$ cat src/rtl/uart_rx7to7.sv
// 7-bit UART receiver: start bit, 7 data bits LSB first, stop bit, no parity.
// States: IDLE wait for falling edge | START confirm mid start | DATA sample bits | STOP check stop | WAIT_HIGH wait for line release
module uart_rx7to7 #(
  parameter logic [12:0] DIV9600   = 13'd5208,
  parameter logic [12:0] DIV19200  = 13'd2603,
  parameter logic [12:0] DIV38400  = 13'd1301,
  parameter logic [12:0] DIV57600  = 13'd867,
  parameter logic [12:0] DIV115200 = 13'd434,
  parameter logic [12:0] DIV256000 = 13'd195
) (
  input  logic       clk,
  input  logic       rst,
  input  logic [2:0] uart_ctl,
  input  logic       rs_rx,
  output logic [6:0] data_in,
  output logic       data_sign,
  output logic       frame_err,
  output logic       busy
);

  typedef enum logic [2:0] {IDLE, START, DATA, STOP, WAIT_HIGH} state_t;

  state_t      state;
  logic        sync1;
  logic        rx_s;
  logic        rx_d;
  logic [12:0] div;
  logic [12:0] div_sel;
  logic [12:0] cnt;
  logic [2:0]  bit_idx;
  logic [6:0]  shift;

  // Same code table as the transmitter; undefined codes fall back to 9600.
  always_comb begin
    case (uart_ctl)
      3'd1:    div_sel = DIV19200;
      3'd2:    div_sel = DIV38400;
      3'd3:    div_sel = DIV57600;
      3'd4:    div_sel = DIV115200;
      3'd5:    div_sel = DIV256000;
      default: div_sel = DIV9600;
    endcase
  end

  always_ff @(posedge clk) begin
    if (rst) begin
      sync1 <= 1'b1;
      rx_s  <= 1'b1;
      rx_d  <= 1'b1;
    end else begin
      sync1 <= rs_rx;
      rx_s  <= sync1;
      rx_d  <= rx_s;
    end
  end

  always_ff @(posedge clk) begin
    if (rst) begin
      state     <= IDLE;
      div       <= DIV9600;
      cnt       <= '0;
      bit_idx   <= '0;
      shift     <= '0;
      data_in   <= '0;
      data_sign <= 1'b0;
      frame_err <= 1'b0;
    end else begin
      data_sign <= 1'b0;
      frame_err <= 1'b0;
      case (state)
        IDLE: begin
          if (rx_d && !rx_s) begin
            div   <= div_sel;
            cnt   <= '0;
            state <= START;
          end
        end
        START: begin
          if (cnt == (div >> 1)) begin
            cnt     <= '0;
            bit_idx <= '0;
            state   <= rx_s ? IDLE : DATA;
          end else begin
            cnt <= cnt + 13'd1;
          end
        end
        DATA: begin
          if (cnt == div) begin
            shift   <= {rx_s, shift[6:1]};
            cnt     <= '0;
            bit_idx <= bit_idx + 3'd1;
            if (bit_idx == 3'd6) state <= STOP;
          end else begin
            cnt <= cnt + 13'd1;
          end
        end
        STOP: begin
          // Leaving at mid stop bit lets a back-to-back start edge be caught.
          if (cnt == div) begin
            cnt <= '0;
            if (rx_s) begin
              data_in   <= shift;
              data_sign <= 1'b1;
              state     <= IDLE;
            end else begin
              frame_err <= 1'b1;
              state     <= WAIT_HIGH;
            end
          end else begin
            cnt <= cnt + 13'd1;
          end
        end
        WAIT_HIGH: begin
          if (rx_s) state <= IDLE;
        end
        default: state <= IDLE;
      endcase
    end
  end

  assign busy = (state != IDLE);

endmodule

$ cat config.mk
export PLATFORM = sky130hd
export DESIGN_NAME = uart_rx7to7
export DESIGN_NICKNAME = d
export VERILOG_FILES = /design/src/rtl/uart_rx7to7.sv
export SDC_FILE = /design/constraint.sdc
export NUM_CORES = 1
export LEC_CHECK = 0
export ABC_AREA = 1
export CORE_MARGIN = 2
export CORE_UTILIZATION = 50
export CTS_BUF_LIST = sky130_fd_sc_hd__clkbuf_8
export DETAILED_ROUTE_END_ITERATION = 12
export PLACE_DENSITY = 0.72
export SYNTH_ARGS = -nofsm -noshare
export SYNTH_HDL_FRONTEND = slang
export SYNTH_SLANG_ARGS = --single-unit
$ cat constraint.sdc
create_clock -name clk -period 1.7 [get_ports clk]
set_clock_uncertainty 0.05 [all_clocks]
set_input_delay 0.34 -clock clk [delete_from_list [all_inputs] [get_ports clk]]
set_output_delay 0.34 -clock clk [all_outputs]
set_load 0.005 [all_outputs]
After elaboration in Yosys (flattened, before gate mapping)
Cells that the tools add are included.

Bits in writable memories: 0. Word-level logic and storage cells: 66. Output and inout port bits: 10. Memories kept: 0. Input bits: 6. Memory bits (read-only): 0. Latch bits: 0. Register bits after elaboration: 51.

Equality and inequality tests: 18. Order comparisons: 0. Div/mod/pow operators: 0. Reductions and logical operators: 14. Shifts and indexed selects: 0. Mux-type cells: 19. Bitwise operators: 2. Add/sub/neg operators: 2. $mul: 0.

Operators with widths (number): $pmux 13 s5 (1); $mux 13 (3); $pmux 13 s3 (1); $mux 3 (9); $pmux 3 s5 (1); $add 13x1->13 const B (1); $eq 13x12->1 (1); $eq 13x13->1 (1); $eq 3x2->1 const B (4); $eq 3x3->1 const B (4); $ne 2x2->1 const B (6); $eq 3x1->1 const B (2); $pmux 3 s2 (1); $reduce_and 2->1 (3); $reduce_and 3->1 (2); $reduce_and 6->1 (1); $reduce_bool 3->1 (2); $add 3x1->3 const B (1); $logic_not 3->1 (1); $reduce_or 3->1 (1); $mux 1 (2); $mux 2 (1); $not 1->1 (2); $reduce_bool 2->1 (1); 3 further kinds (3).

Depth between registers and ports, before layout
Depth in word-level cells: 4. Gate-level depth with buffers: 14. Depth with buffers taken out: 14.

Worst setup path after synthesis
No wires, ideal clock.

Kind: register to register. From: register cnt[0]. To: register cnt[10]. Slack: 132 ps. Library setup time: 109 ps. Arrival time: 1409 ps. Cell stages (with the launch flop): 9. Path through: dfxtp_1 -> ha_1 -> nand3_1 -> nor4_1 -> nand4_1 -> o21ai_0 -> o21ai_0 -> nand2_1 -> inv_1.

Cells in the longest elaborated chain, start to end: 3. Elaborated cells on any way between the ends: 6.

RTL lines: from (decl) (line 29) `logic [12:0] cnt;`; from (signal assigned) (line 84) `cnt <= cnt + 13'd1;`; from (signal assigned) (line 94) `cnt <= cnt + 13'd1;`; from (signal assigned) (line 110) `cnt <= cnt + 13'd1;`; $add 13x1->13, or another cell as far along (line 84, 94, 110); $mux 13 (on tied branches) (line 88, 99, 79); $pmux 13 s3 * (line 70) `case (state)`.

Mark *: on every way between the ends. The rest lies on a longest branch, timed or not. A chain may end at the register's enable or synchronous reset.

Worst setup path after layout
From: register state[2]. To: output busy.

Cells in the longest elaborated chain, start to end: 1.

RTL lines: from (decl) (line 23) `state_t state;`; from (signal assigned) (line 82) `state <= rx_s ? IDLE : DATA;`; $reduce_bool 3->1 (line 121) `assign busy = (state != IDLE);`; to (decl) (line 18) `output logic busy`.

No other way between the ends.

==> qor.yml <==
synthesis:
  synth_top_area_cell: "dfxtp_1"
  ys_warn_count: 0
  synth_top_flop_cell: "dfxtp_1"
  synthTopCellsByCount: "nand2_1, inv_1, dfxtp_1, nor2_1, nand3_1"
  syn_nets: 409
  synth_cells: 400
  synth.most_common_cell: "nand2_1"
  async_flop_share_pct: 0
  synthTopCellsByArea: "dfxtp_1, nand2_1, inv_1"
  synth_seq_cells: 51
  yosysSeqAreaShare_pct: 38.0
  synth_edf_count: 0
  synth_top_area_share_pct: 38.0
  syn_area_um2: 2680
  syn_avg_cell_area_um2: 6.71
  synth_cell_types: 36
layout:
  drive_gt1_share_pct: 25.7
  regArea_um2: 1060
  syn2layout_area_growth_pct: 27.6
  nets: 456
  fillCellCount: 489
  multi_input_area_um2: 1490
  postLayoutCoreUtil_pct: 66.6
  diodes: 0
  layout.cells.non_filler: 518
floorplan:
  fp.dieArea_um2: 5970
  start_util_pct: 52.2
  rows: 26
  fp.coreArea_um2: 5140
  die_w_um: 77.3
  die_h_um: 77.3
  ioPinCount: 16
placement:
  numPortBuffers: 15
  hpwlAfterDp_um: 4820
  placed_cells: 505
  gp_congestion: 0.881
  pre_cts_ws_ps: -106
worst_hold_path:
  worstHoldStart: "sync1"
  hp-class: "reg -> reg"
critical_path:
  crit_path_start_kind: "flop"
  cpPeakStageDelay_ps: 490
  startpoint: "state[2]"
  rr_worst_depth: 12
  crit_type: "reg -> out"
  path_depth: 3
  ff2ff_setup_slack_ps: 80
  critical_path.endpoint: "busy"
  crit_fanout: 4
  required_ps: 1310
  crit_family: "buffers and inverters"
  worstReg2RegStart: "div[8]"
  timing.critical_path.buf_inv: 2
  setup.worst_path.end_class: "output pin"
  crit_chain: "inv_2 > nand2_1 > clkdlybuf4s50_1"
  worst_r2r_endpoint: "state[1]"
  critPathSlowestCell: "clkdlybuf4s50_1"
  critical_path_arrival_ps: 1290
timing:
  post-route-min-period_ps: 1680
  fin_crit_sh_pct: 98.6
  timing.hold.ws_ps: 377
  setup_violations: 0
  worst_pin_slew_ps: 461
  finalSetupTns_ps: 0
  slew_viol_final: 0
  setup_ws_ps: 24.2
  rsz0062_at_grt: "yes"
  hold_viol_final: 0
  fmax_ghz: 0.597
  relSlewSlack_pct: 69.1
power:
  power_density_nw_per_um2: 993
  swShare_pct: 38.5
  vdd_drop_max_v: 0.000748
  power_frac_comb_pct: 36.3
  clkPwrFrac_pct: 21.5
  power_frac_seq_pct: 42.1
  p_switching_mw: 1.31
  p_int_mw: 2.09
  leakage_nw: 1.56
global_route:
  grt_overflow_total: 0
  grt_max_degree: 18
  grt_antenna_before_repair: 0
  grt_pass1_wl_um: 10900
  grt_pass1_vias: 2444
  grt_usage_pct: 22.4
drt:
  routedWlPerCell_um: 12.6
  ant_nets: 0
  drt_iter0_drc: 210
  drt_first_pass_iters: 5
  vias: 2639
  viasPerCell: 5.09
  drc: 0
  routed_wl_um: 6500
clock_network:
  clock-sinks: 51
  clock_latency_ps: 310
  clkTransAtPathRegs_ps: 100
  cts_buffers: 5
  cts_root_buffer: "clkbuf_8"
  clockBufferDepth: 2
  htree_levels: 2
  cts_tree: "built"
  ctsHoldBuffers: 0
job:
  max-cap-violations: 0
outcome:
  outcome: "completed"
[power by group through the flow]
stage                     Combinational, mW  Sequential [mW]  Clock, mW
final                                  1.23             1.43      0.732
after global routing                   1.39             1.45      0.799
after detailed placement               1.08             1.43          0
after global placement                 1.07             1.43          0
after floorplan                       0.773             1.41          0
after CTS                              1.09             1.42      0.742
[registers in the layout, summed over array words and instances, names as in the netlist, 3 cells and up]
signal   cells
shift        7
cnt         13
state        3
data_in      7
bit_idx      3
div         13
[layout make-up]
type | instances | share of cell area (%)
timing repair buffer | 49 | 12.5
sequential | 51 | 31.1
inverter | 67 | 7.68
multi-input combinational | 273 | 43.5
clock inverter | 3 | 0.658
clock buffer | 5 | 2.01
tap | 70 | 2.56
[stage by stage]
| step | power (mW) | instance area (µm²) |
|---|---|---|
| floorplan | 2.18 | 2680 |
| finish | 3.40 | 3420 |
| global route | 3.64 | 3420 |
| CTS | 3.26 | 3230 |
| global placement | 2.50 | 3110 |
| detailed placement | 2.51 | 3110 |
[logic make-up after synthesis]
group                    count (synthesis)  synth area share [%]
AND/OR/NAND/NOR                        195                  32.2
XOR/XNOR                                 9                  2.94
AO/OA/AOI/OAI                           65                  14.0
flip-flops                              51                  38.0
buffers and inverters                   77                  11.4
adder cells (fa/ha/maj)                  3                  1.40
[repair_timing]
item / CTS / global route
gates cloned: 0 / 1
resized for setup: 11 / 56
pin swaps: 0 / 22
buffers inserted: 0 / 4
setup endpoints to repair: 4 / 33
[cells in the final DEF, fill, tap and decap left out, types with 15 or more instances in the layout]
master | Yosys | layout
dfxtp_2 | 0 | 17
a21oi_1 | 23 | 21
buf_4 | 0 | 30
nor2_1 | 38 | 34
nand2_1 | 104 | 98
o21ai_0 | 24 | 21
inv_1 | 59 | 55
clkdlybuf4s50_1 | 0 | 15
dfxtp_1 | 51 | 28
nand3_1 | 25 | 22
[metal layers]
layer	vias up	GRT usage [%]	part of all wire, %
met1	1216	31.0	47
met5	-	0	0
met2	55	36.3	48
li1	1364	-	-
met4	0	6.61	0.63
met3	4	3.29	5.3
[worst min path at each step]
stage	slack [ps]	end	cells past startpoint
final	380	rx_s	1
after global routing	390	rx_s	1
after CTS	380	rx_s	1
after detailed placement	350	rx_s	1
after global placement	350	rx_s	1
after floorplan	340	rx_s	1
Power figures use the tool's default switching activity.
